$ cat src/rtl/divisor_secuencial_4bits_if.sv
// Start/done handshake and operand/result bus for the sequential restoring divider.
interface divisor_secuencial_4bits_if #(
   parameter int unsigned ANCHO = 4
);
   logic             inicio;
   logic [ANCHO-1:0] dividendo;
   logic [ANCHO-1:0] divisor;
   logic [ANCHO-1:0] cociente;
   logic [ANCHO-1:0] residuo;
   logic             ocupado;
   logic             listo;
   logic             div_cero;

   modport master (
      output inicio, dividendo, divisor,
      input  cociente, residuo, ocupado, listo, div_cero
   );

   modport slave (
      input  inicio, dividendo, divisor,
      output cociente, residuo, ocupado, listo, div_cero
   );
endinterface

$ cat src/rtl/divisor_secuencial_4bits.sv
// Sequential restoring divider: one quotient bit per clock via a borrow-ripple trial subtraction.
module divisor_secuencial_4bits #(
   parameter int unsigned ANCHO = 4
) (
   input logic                       clk,
   input logic                       rst,
   divisor_secuencial_4bits_if.slave bus
);

   localparam int unsigned CntW = (ANCHO > 1) ? $clog2(ANCHO) : 1;

   typedef enum logic [1:0] {Reposo, Calculo, Fin} estado_t;

   estado_t          estadoQ, estadoD;
   logic [ANCHO-1:0] aQ, aD;
   logic [ANCHO-1:0] dQ, dD;
   // Top bit of the partial remainder is always 0 after a committed step, so it is not stored.
   logic [ANCHO-1:0] pQ, pD;
   logic [CntW-1:0]  cntQ, cntD;
   logic [ANCHO-1:0] cocienteQ, cocienteD;
   logic [ANCHO-1:0] residuoQ, residuoD;
   logic             ocupadoQ, ocupadoD;
   logic             listoQ, listoD;
   logic             divCeroQ, divCeroD;

   logic [ANCHO:0]   trial;
   logic [ANCHO:0]   dExt;
   logic [ANCHO-1:0] dif;
   logic             borrowOut;
   logic             bitCociente;

   // Borrow-ripple chain of full-subtractor cells, borrow-in 0.
   always_comb begin
      logic b;
      trial = {pQ, aQ[ANCHO-1]};
      dExt  = {1'b0, dQ};
      dif   = '0;
      b     = 1'b0;
      for (int i = 0; i < ANCHO; i++) begin
         dif[i] = trial[i] ^ dExt[i] ^ b;
         b      = (~trial[i] & dExt[i]) | (~(trial[i] ^ dExt[i]) & b);
      end
      borrowOut   = (~trial[ANCHO] & dExt[ANCHO]) | (~(trial[ANCHO] ^ dExt[ANCHO]) & b);
      bitCociente = ~borrowOut;
   end

   always_comb begin
      estadoD   = estadoQ;
      aD        = aQ;
      dD        = dQ;
      pD        = pQ;
      cntD      = cntQ;
      cocienteD = cocienteQ;
      residuoD  = residuoQ;
      divCeroD  = divCeroQ;

      unique case (estadoQ)
         Reposo: begin
            if (bus.inicio) begin
               if (bus.divisor != '0) begin
                  aD       = bus.dividendo;
                  dD       = bus.divisor;
                  pD       = '0;
                  cntD     = '0;
                  divCeroD = 1'b0;
                  estadoD  = Calculo;
               end else begin
                  cocienteD = '1;
                  residuoD  = bus.dividendo;
                  divCeroD  = 1'b1;
                  estadoD   = Fin;
               end
            end
         end
         Calculo: begin
            pD   = borrowOut ? trial[ANCHO-1:0] : dif;
            aD   = {aQ[ANCHO-2:0], bitCociente};
            cntD = cntQ + 1'b1;
            if (cntQ == CntW'(ANCHO - 1)) begin
               cocienteD = aD;
               residuoD  = pD;
               estadoD   = Fin;
            end
         end
         Fin: begin
            estadoD = Reposo;
         end
         default: begin
            estadoD = Reposo;
         end
      endcase

      // Registered status derived from the next state, never directly from inicio.
      ocupadoD = (estadoD != Reposo);
      listoD   = (estadoD == Fin);
   end

   always_ff @(posedge clk or posedge rst) begin
      if (rst) begin
         estadoQ   <= Reposo;
         aQ        <= '0;
         dQ        <= '0;
         pQ        <= '0;
         cntQ      <= '0;
         cocienteQ <= '0;
         residuoQ  <= '0;
         ocupadoQ  <= 1'b0;
         listoQ    <= 1'b0;
         divCeroQ  <= 1'b0;
      end else begin
         estadoQ   <= estadoD;
         aQ        <= aD;
         dQ        <= dD;
         pQ        <= pD;
         cntQ      <= cntD;
         cocienteQ <= cocienteD;
         residuoQ  <= residuoD;
         ocupadoQ  <= ocupadoD;
         listoQ    <= listoD;
         divCeroQ  <= divCeroD;
      end
   end

   assign bus.cociente = cocienteQ;
   assign bus.residuo  = residuoQ;
   assign bus.ocupado  = ocupadoQ;
   assign bus.listo    = listoQ;
   assign bus.div_cero = divCeroQ;

endmodule

$ cat src/flat_wrapper.sv
// flat-port wrapper written by rule: the top's interface ports become plain ports
module divisor_secuencial_4bits_flat 
#(
   parameter int unsigned ANCHO = 4
)
  (clk, rst, bus_inicio, bus_dividendo, bus_divisor, bus_cociente, bus_residuo, bus_ocupado, bus_listo, bus_div_cero);
  divisor_secuencial_4bits_if #(.ANCHO(ANCHO)) bus_i ();
  input logic clk;
  input logic rst;
  input wire logic [$bits(bus_i.inicio)-1:0] bus_inicio;
  input wire logic [$bits(bus_i.dividendo)-1:0] bus_dividendo;
  input wire logic [$bits(bus_i.divisor)-1:0] bus_divisor;
  output wire logic [$bits(bus_i.cociente)-1:0] bus_cociente;
  output wire logic [$bits(bus_i.residuo)-1:0] bus_residuo;
  output wire logic [$bits(bus_i.ocupado)-1:0] bus_ocupado;
  output wire logic [$bits(bus_i.listo)-1:0] bus_listo;
  output wire logic [$bits(bus_i.div_cero)-1:0] bus_div_cero;
  assign bus_i.inicio = bus_inicio;
  assign bus_i.dividendo = bus_dividendo;
  assign bus_i.divisor = bus_divisor;
  assign bus_cociente = bus_i.cociente;
  assign bus_residuo = bus_i.residuo;
  assign bus_ocupado = bus_i.ocupado;
  assign bus_listo = bus_i.listo;
  assign bus_div_cero = bus_i.div_cero;
  divisor_secuencial_4bits #(.ANCHO(ANCHO)) u_core (.clk(clk), .rst(rst), .bus(bus_i));
endmodule
$ cat config.mk
export PLATFORM = sky130hd
export DESIGN_NAME = divisor_secuencial_4bits_flat
export DESIGN_NICKNAME = d
export VERILOG_FILES = /design/src/rtl/divisor_secuencial_4bits_if.sv /design/src/rtl/divisor_secuencial_4bits.sv /design/src/flat_wrapper.sv
export SDC_FILE = /design/constraint.sdc
export NUM_CORES = 1
export LEC_CHECK = 0
export CORE_ASPECT_RATIO = 0.5
export CORE_MARGIN = 4
export CORE_UTILIZATION = 30
export DETAILED_ROUTE_END_ITERATION = 16
export DONT_BUFFER_PORTS = 1
export PLACE_DENSITY = 0.41
export SYNTH_ARGS = -nofsm -noshare
export SYNTH_HDL_FRONTEND = slang
export SYNTH_SLANG_ARGS = --single-unit
export TNS_END_PERCENT = 20
$ cat constraint.sdc
create_clock -name clk -period 3.1 [get_ports clk]
set_clock_uncertainty 0.2 [all_clocks]
set_input_delay 0.62 -clock clk [delete_from_list [all_inputs] [get_ports clk]]
set_output_delay 0.62 -clock clk [all_outputs]
set_load 0.005 [all_outputs]
# == After elaboration in Yosys (flattened, before gate mapping) ==
# Cells that the tools add are included.
# totals
output_inout_bits,11
in_bits,11
register_bits,27
# classes
add_sub_neg,1
muxes,23
n_reduce_logical,8
bitwise_logic,27
n_eq_ne,7
# op_table
op,n
two-way mux 4 bit,11
case mux 4 bit (2 select lines),4
two-way mux 2 bit,5
inverter 1 bit,9
bitwise AND 1 bit,8
case mux 2 bit (2 select lines),2
bitwise XOR 1 bit,7
AND reduction 3 bit,2
== test 2 bit (second input constant),2
inequality test 2 x 1 -> 1 bit (second input constant),2
inequality test 2 bit (second input constant),2
AND reduction 4 bit,1
nonzero test 2 bit,2
nonzero test 4 bit,1
bitwise OR 1 bit,3
adder 2 x 1 -> 2 bit (second input constant),1
== test 2 x 1 -> 1 bit (second input constant),1
logical NOT 2 bit,1
AND reduction 2 bit,1
two-way mux 1 bit,1

# == Logic depth before layout (Yosys ltp) ==
# depth
depth_word,12
mapped_depth,9
ltp_nobuf,9

# == Least setup slack after synthesis ==
# OpenSTA, ideal clock, no wires.
# synth_path
path_type,register to register
start,register u_core.dQ[0]
end,register u_core.residuoQ[0] (netlist: u_core.bus.residuo[0])
arrival_ns,2.350
synth_period_minus_slack_ns,2.646
required_ns,2.804
setup_slack_ns,0.454
path_stages_with_launch,9
cell_sequence,dfrtp_1 ha_1 fa_1 fa_1 fa_1 nor3b_1 a211oi_1 a21oi_1 o31ai_1
# synth_via
elab_chain_cells,11
elab_cells_between_ends,12
# synth_rtl
element,line,rtl
"start, declared",divisor_secuencial_4bits.sv:16,"logic [ANCHO-1:0] dQ, dD;"
"start signal, assigned",divisor_secuencial_4bits.sv:102,dQ <= '0;
"start signal, assigned",divisor_secuencial_4bits.sv:113,dQ <= dD;
bitwise AND 1 bit (2 in a row),divisor_secuencial_4bits.sv:41,b = (~trial[i] & dExt[i]) | (~(trial[i] ^ dExt[i]) & b);
bitwise OR 1 bit,divisor_secuencial_4bits.sv:41,
bitwise AND 1 bit,divisor_secuencial_4bits.sv:41,
bitwise OR 1 bit,divisor_secuencial_4bits.sv:41,
bitwise AND 1 bit,divisor_secuencial_4bits.sv:41,
bitwise OR 1 bit,divisor_secuencial_4bits.sv:41,
bitwise AND 1 bit,divisor_secuencial_4bits.sv:43,borrowOut = (~trial[ANCHO] & dExt[ANCHO]) | (~(trial[ANCHO] ^ dExt[ANCHO]) & b);
two-way mux 4 bit *,divisor_secuencial_4bits.sv:76,pD = borrowOut ? trial[ANCHO-1:0] : dif;
two-way mux 4 bit *,divisor_secuencial_4bits.sv:79,if (cntQ == CntW'(ANCHO - 1)) begin
case mux 4 bit (2 select lines) *,divisor_secuencial_4bits.sv:57,unique case (estadoQ)
"end signal, assigned",divisor_secuencial_4bits.sv:117,residuoQ <= residuoD;
"end, declared",divisor_secuencial_4bits.sv:21,"logic [ANCHO-1:0] residuoQ, residuoD;"
# Mark *: on every way between the ends. The rest lies on a longest branch, timed or not. The select of a mux whose other input is x is not followed.
# A chain may end at the register's enable or synchronous reset.

# == Final worst setup path ==
# layout_path
start,register u_core.aQ[3]
end,register u_core.residuoQ[1] (netlist: u_core.bus.residuo[1])
# layout_via
elab_chain_cells,12
elab_cells_between_ends,13
# layout_rtl
element,line,rtl
"start, declared",divisor_secuencial_4bits.sv:15,"logic [ANCHO-1:0] aQ, aD;"
"start signal, assigned",divisor_secuencial_4bits.sv:101,aQ <= '0;
"start signal, assigned",divisor_secuencial_4bits.sv:112,aQ <= aD;
inverter 1 bit *,divisor_secuencial_4bits.sv:41,
bitwise AND 1 bit *,divisor_secuencial_4bits.sv:41,
bitwise AND 1 bit,divisor_secuencial_4bits.sv:41,
bitwise OR 1 bit,divisor_secuencial_4bits.sv:41,
bitwise AND 1 bit,divisor_secuencial_4bits.sv:41,
bitwise OR 1 bit,divisor_secuencial_4bits.sv:41,
bitwise AND 1 bit,divisor_secuencial_4bits.sv:41,
bitwise OR 1 bit,divisor_secuencial_4bits.sv:41,
bitwise AND 1 bit,divisor_secuencial_4bits.sv:43,
two-way mux 4 bit *,divisor_secuencial_4bits.sv:76,
two-way mux 4 bit *,divisor_secuencial_4bits.sv:79,
case mux 4 bit (2 select lines) *,divisor_secuencial_4bits.sv:57,
# Marks and branches as above.

==> impl_metrics.py <==
metrics = {
    "status": {
        "status": "finished, final reports clean",
    },
    "floorplan": {
        "num_rows": 16,
        "initial_utilization": 0.329,
        "dieArea_um2": 5720,
        "pin_count": 22,
        "die_h_um": 55.5,
        "core_area_um2": 4120,
        "die_x_um": 103,
    },
    "layout": {
        "diodes": 0,
        "drive_above_1_share": 0.162,
        "areaGrowthSynthToFinish_pct": 8.68,
        "regArea_um2": 676,
        "num-fill-cells": 403,
        "multi_input_area_um2": 636,
        "nNetsFinal": 134,
    },
    "detailed_routing": {
        "initialDrtViolationCount": 32,
        "antenna_left": 0,
        "viasPerCell": 4.80,
        "wl_per_cell_um": 16.7,
        "route.detailed.drc": 0,
        "drt_wl_total_um": 2860,
        "dr.pass1.iters": 4,
        "num_vias": 820,
    },
    "worst_hold_path": {
        "hp-class": "in -> async",
    },
    "synth": {
        "yosysSeqAreaShare": 0.499,
        "async_flop_share": 1.00,
        "synth_top_area_share": 0.499,
        "ys.flop_type": "dfrtp_1",
        "syn_nets": 129,
        "ys_ff_latch": 27,
        "yosysTopAreaCell": "dfrtp_1",
        "synth_edf_count": 0,
        "ys_warn_count": 0,
        "synth_area_um2": 1360,
        "netlist_instances": 113,
        "avgSynthCellArea_um2": 12.0,
        "synth.area.top_cells": "dfrtp_1 50%, fa_1 4.4%, mux2i_1 3.7%",
        "ys_types": 32,
    },
    "timing": {
        "fin_crit_ps": 2860,
        "hold_viol": 0,
        "drv_slew": 0,
        "final-setup-viol-count": 0,
        "setup_tns_ps": 0,
        "rsz0062_at_grt": "no",
        "worstMarginPinSlew_ps": 654,
        "maxSlewHeadroom": 0.564,
        "holdWs_ps": 80.2,
        "timing.fmax_mhz": 349,
        "min_period_over_period": 0.924,
    },
    "clock_tree": {
        "worstSkewPairLatency_ps": 270,
        "post-cts-setup-buffer-count": 0,
        "cts_tree": "done",
        "clock-root-buffer": "clkbuf_8",
        "cts.sinks": 27,
        "clk_transition_reported_paths_ps": 100,
        "clock_path_buffers": 2,
        "h-tree-depth": 1,
        "cts_buffers": 3,
    },
    "flow_run": {
        "maxCapViolations": 0,
    },
    "setup_path": {
        "cpMaxStageDelayCell": "fa_1",
        "crit_family": "adder cells",
        "cp-start-kind": "flip-flop",
        "cp_max_fo": 5,
        "path_cells": "inv_1, ha_1, fa_1, fa_1, fa_1, nor3b_1, a211oi_1, buf_4, a21oi_1, o31ai_1",
        "crit_path_max_incr_delay_ps": 440,
        "cp-end-kind": "flip-flop",
        "worstSetupPathType": "reg -> reg",
        "reg2reg_from": "u_core.aQ[3]$_DFFE_PP0P_",
        "path_buf_inv": 2,
        "worst_r2r_path_depth": 10,
        "crit_top_cell": "fa_1",
        "worstPathArrival_ps": 2840,
        "timing.rr.end": "u_core.bus.residuo[1]$_DFFE_PP0P_",
        "cp.required_ps": 3080,
        "ff2ff_setup_slack_ps": 240,
    },
    "pwr": {
        "vdd_drop_max_v": 0.000262,
        "leakagePower_nw": 0.663,
        "power.density_nw_per_um2": 1060,
    },
    "global_route": {
        "first_global_vias": 845,
        "grt_overflow": 0,
        "grt_antenna_before_repair": 0,
        "grt_usage": 0.110,
        "grt_pass1_wl_um": 4790,
        "grt_max_degree": 28,
    },
    "place": {
        "port_buffers": 0,
        "place.gp.congestion": 0.745,
        "hpwlAfterDp_um": 2160,
    },
}
==> how the worst max path moves through the flow <==
stage	cells after the start	slack [ps]	startpoint	to
after floorplan	8	450	u_core.dQ[0]$_DFFE_PP0P_	u_core.bus.residuo[0]$_DFFE_PP0P_
after global placement	8	190	u_core.dQ[0]$_DFFE_PP0P_	u_core.bus.residuo[0]$_DFFE_PP0P_
after detailed placement	9	130	u_core.aQ[3]$_DFFE_PP0P_	u_core.bus.residuo[0]$_DFFE_PP0P_
after CTS	9	110	u_core.aQ[3]$_DFFE_PP0P_	u_core.bus.residuo[0]$_DFFE_PP0P_
after global routing	10	20	u_core.aQ[3]$_DFFE_PP0P_	u_core.bus.residuo[1]$_DFFE_PP0P_
final	10	240	u_core.aQ[3]$_DFFE_PP0P_	u_core.bus.residuo[1]$_DFFE_PP0P_
==> per-stage QoR <==
step           instances  setup slack [ps]  instance area, µm²   util  power [mW]
2_1_floorplan        113               454                1360      -        1.21
3_3_place_gp         167               189                1420  0.345        1.38
3_5_place_dp         167               131                1420  0.345        1.38
4_1_cts              171               105                1470  0.356        1.59
5_1_grt              171              21.8                1470  0.357        1.73
6_report             171               236                1470  0.357        1.57
==> cell type report <==
cell class / count / share of cell area
flip-flops and latches: 27 / 0.459
clock buffers: 4 / 0.0306
inverters: 7 / 0.0178
well taps: 54 / 0.0459
repair buffers: 3 / 0.0153
multi-input cells: 76 / 0.432
==> cells by family (layout without fill, tap and decap cells) <==
| group | Yosys count | after routing | synth area share |
|---|---|---|---|
| mux | 12 | 12 | 0.101 |
| buf+inv | 10 | 14 | 0.0360 |
| simple gates | 28 | 28 | 0.141 |
| fa+ha+maj | 5 | 5 | 0.0628 |
| compound gates | 31 | 31 | 0.161 |
| flops | 27 | 27 | 0.499 |
==> worst register-to-register path: cells and delay by family, from the launching register on <==
family / cells / cell delay [ps]
AND/OR/NAND/NOR: 1 / 170
AO/OA/AOI/OAI: 3 / 440
adder cells (fa/ha/maj): 4 / 1390
flip-flops: 1 / 360
buffers and inverters: 2 / 220
==> layout by cell type, fill, tap and decap left out, types with 3 or more instances in the layout <==
cell,n
o31ai_1,4
a211oi_1,3
a21o_1,4
clkbuf_8,3
mux2_1,3
buf_4,3
a21oi_1,9
inv_1,7
mux2i_1,5
nor2b_1,3
nand2_1,3
dfrtp_1,27
o21ai_1,3
o21ai_0,3
nor2_1,7
nand2b_1,4
fa_1,3
nor3b_1,4
==> state kept, by name, indices dropped and copies added, names as in the netlist <==
name	flops
u_core.aQ	4
u_core.bus.cociente	4
u_core.bus.div_cero	1
u_core.bus.listo	1
u_core.bus.ocupado	1
u_core.bus.residuo	4
u_core.cntQ	2
u_core.dQ	4
u_core.estadoQ	2
u_core.pQ	4
==> cell usage after synthesis (3+ instances only) <==
cell type  count
dfrtp_1       27
a21o_1         4
a211oi_1       4
mux2_1         3
nor2b_1        3
a21oi_1        9
fa_1           3
mux2i_1        5
nor2_1         7
o21ai_0        3
inv_1          7
nor3b_1        4
nand2_1        3
nand2b_1       4
o21ai_1        3
o31ai_1        4
==> power by group <==
group / leakage, nW / internal (mW) / switching [mW]
registers: 0.321 / 0.519 / 0.126
logic: 0.319 / 0.337 / 0.382
clock network: 0.0228 / 0.0921 / 0.111
total: 0.663 / 0.948 / 0.619
==> routing by layer <==
layer	share of wire	vias to the layer above	GRT usage
met2	0.40	12	0.136
met3	0.060	2	0.0515
li1	-	404	-
met5	0	-	0
met4	0.0067	0	0.0221
met1	0.54	402	0.169
==> timing repair <==
| action | CTS | global route |
|---|---|---|
| gates resized for setup | 0 | 1 |
| setup endpoints to repair | 0 | 1 |
| hold buffers | 0 | 0 |
Power figures use the tool's default switching activity.
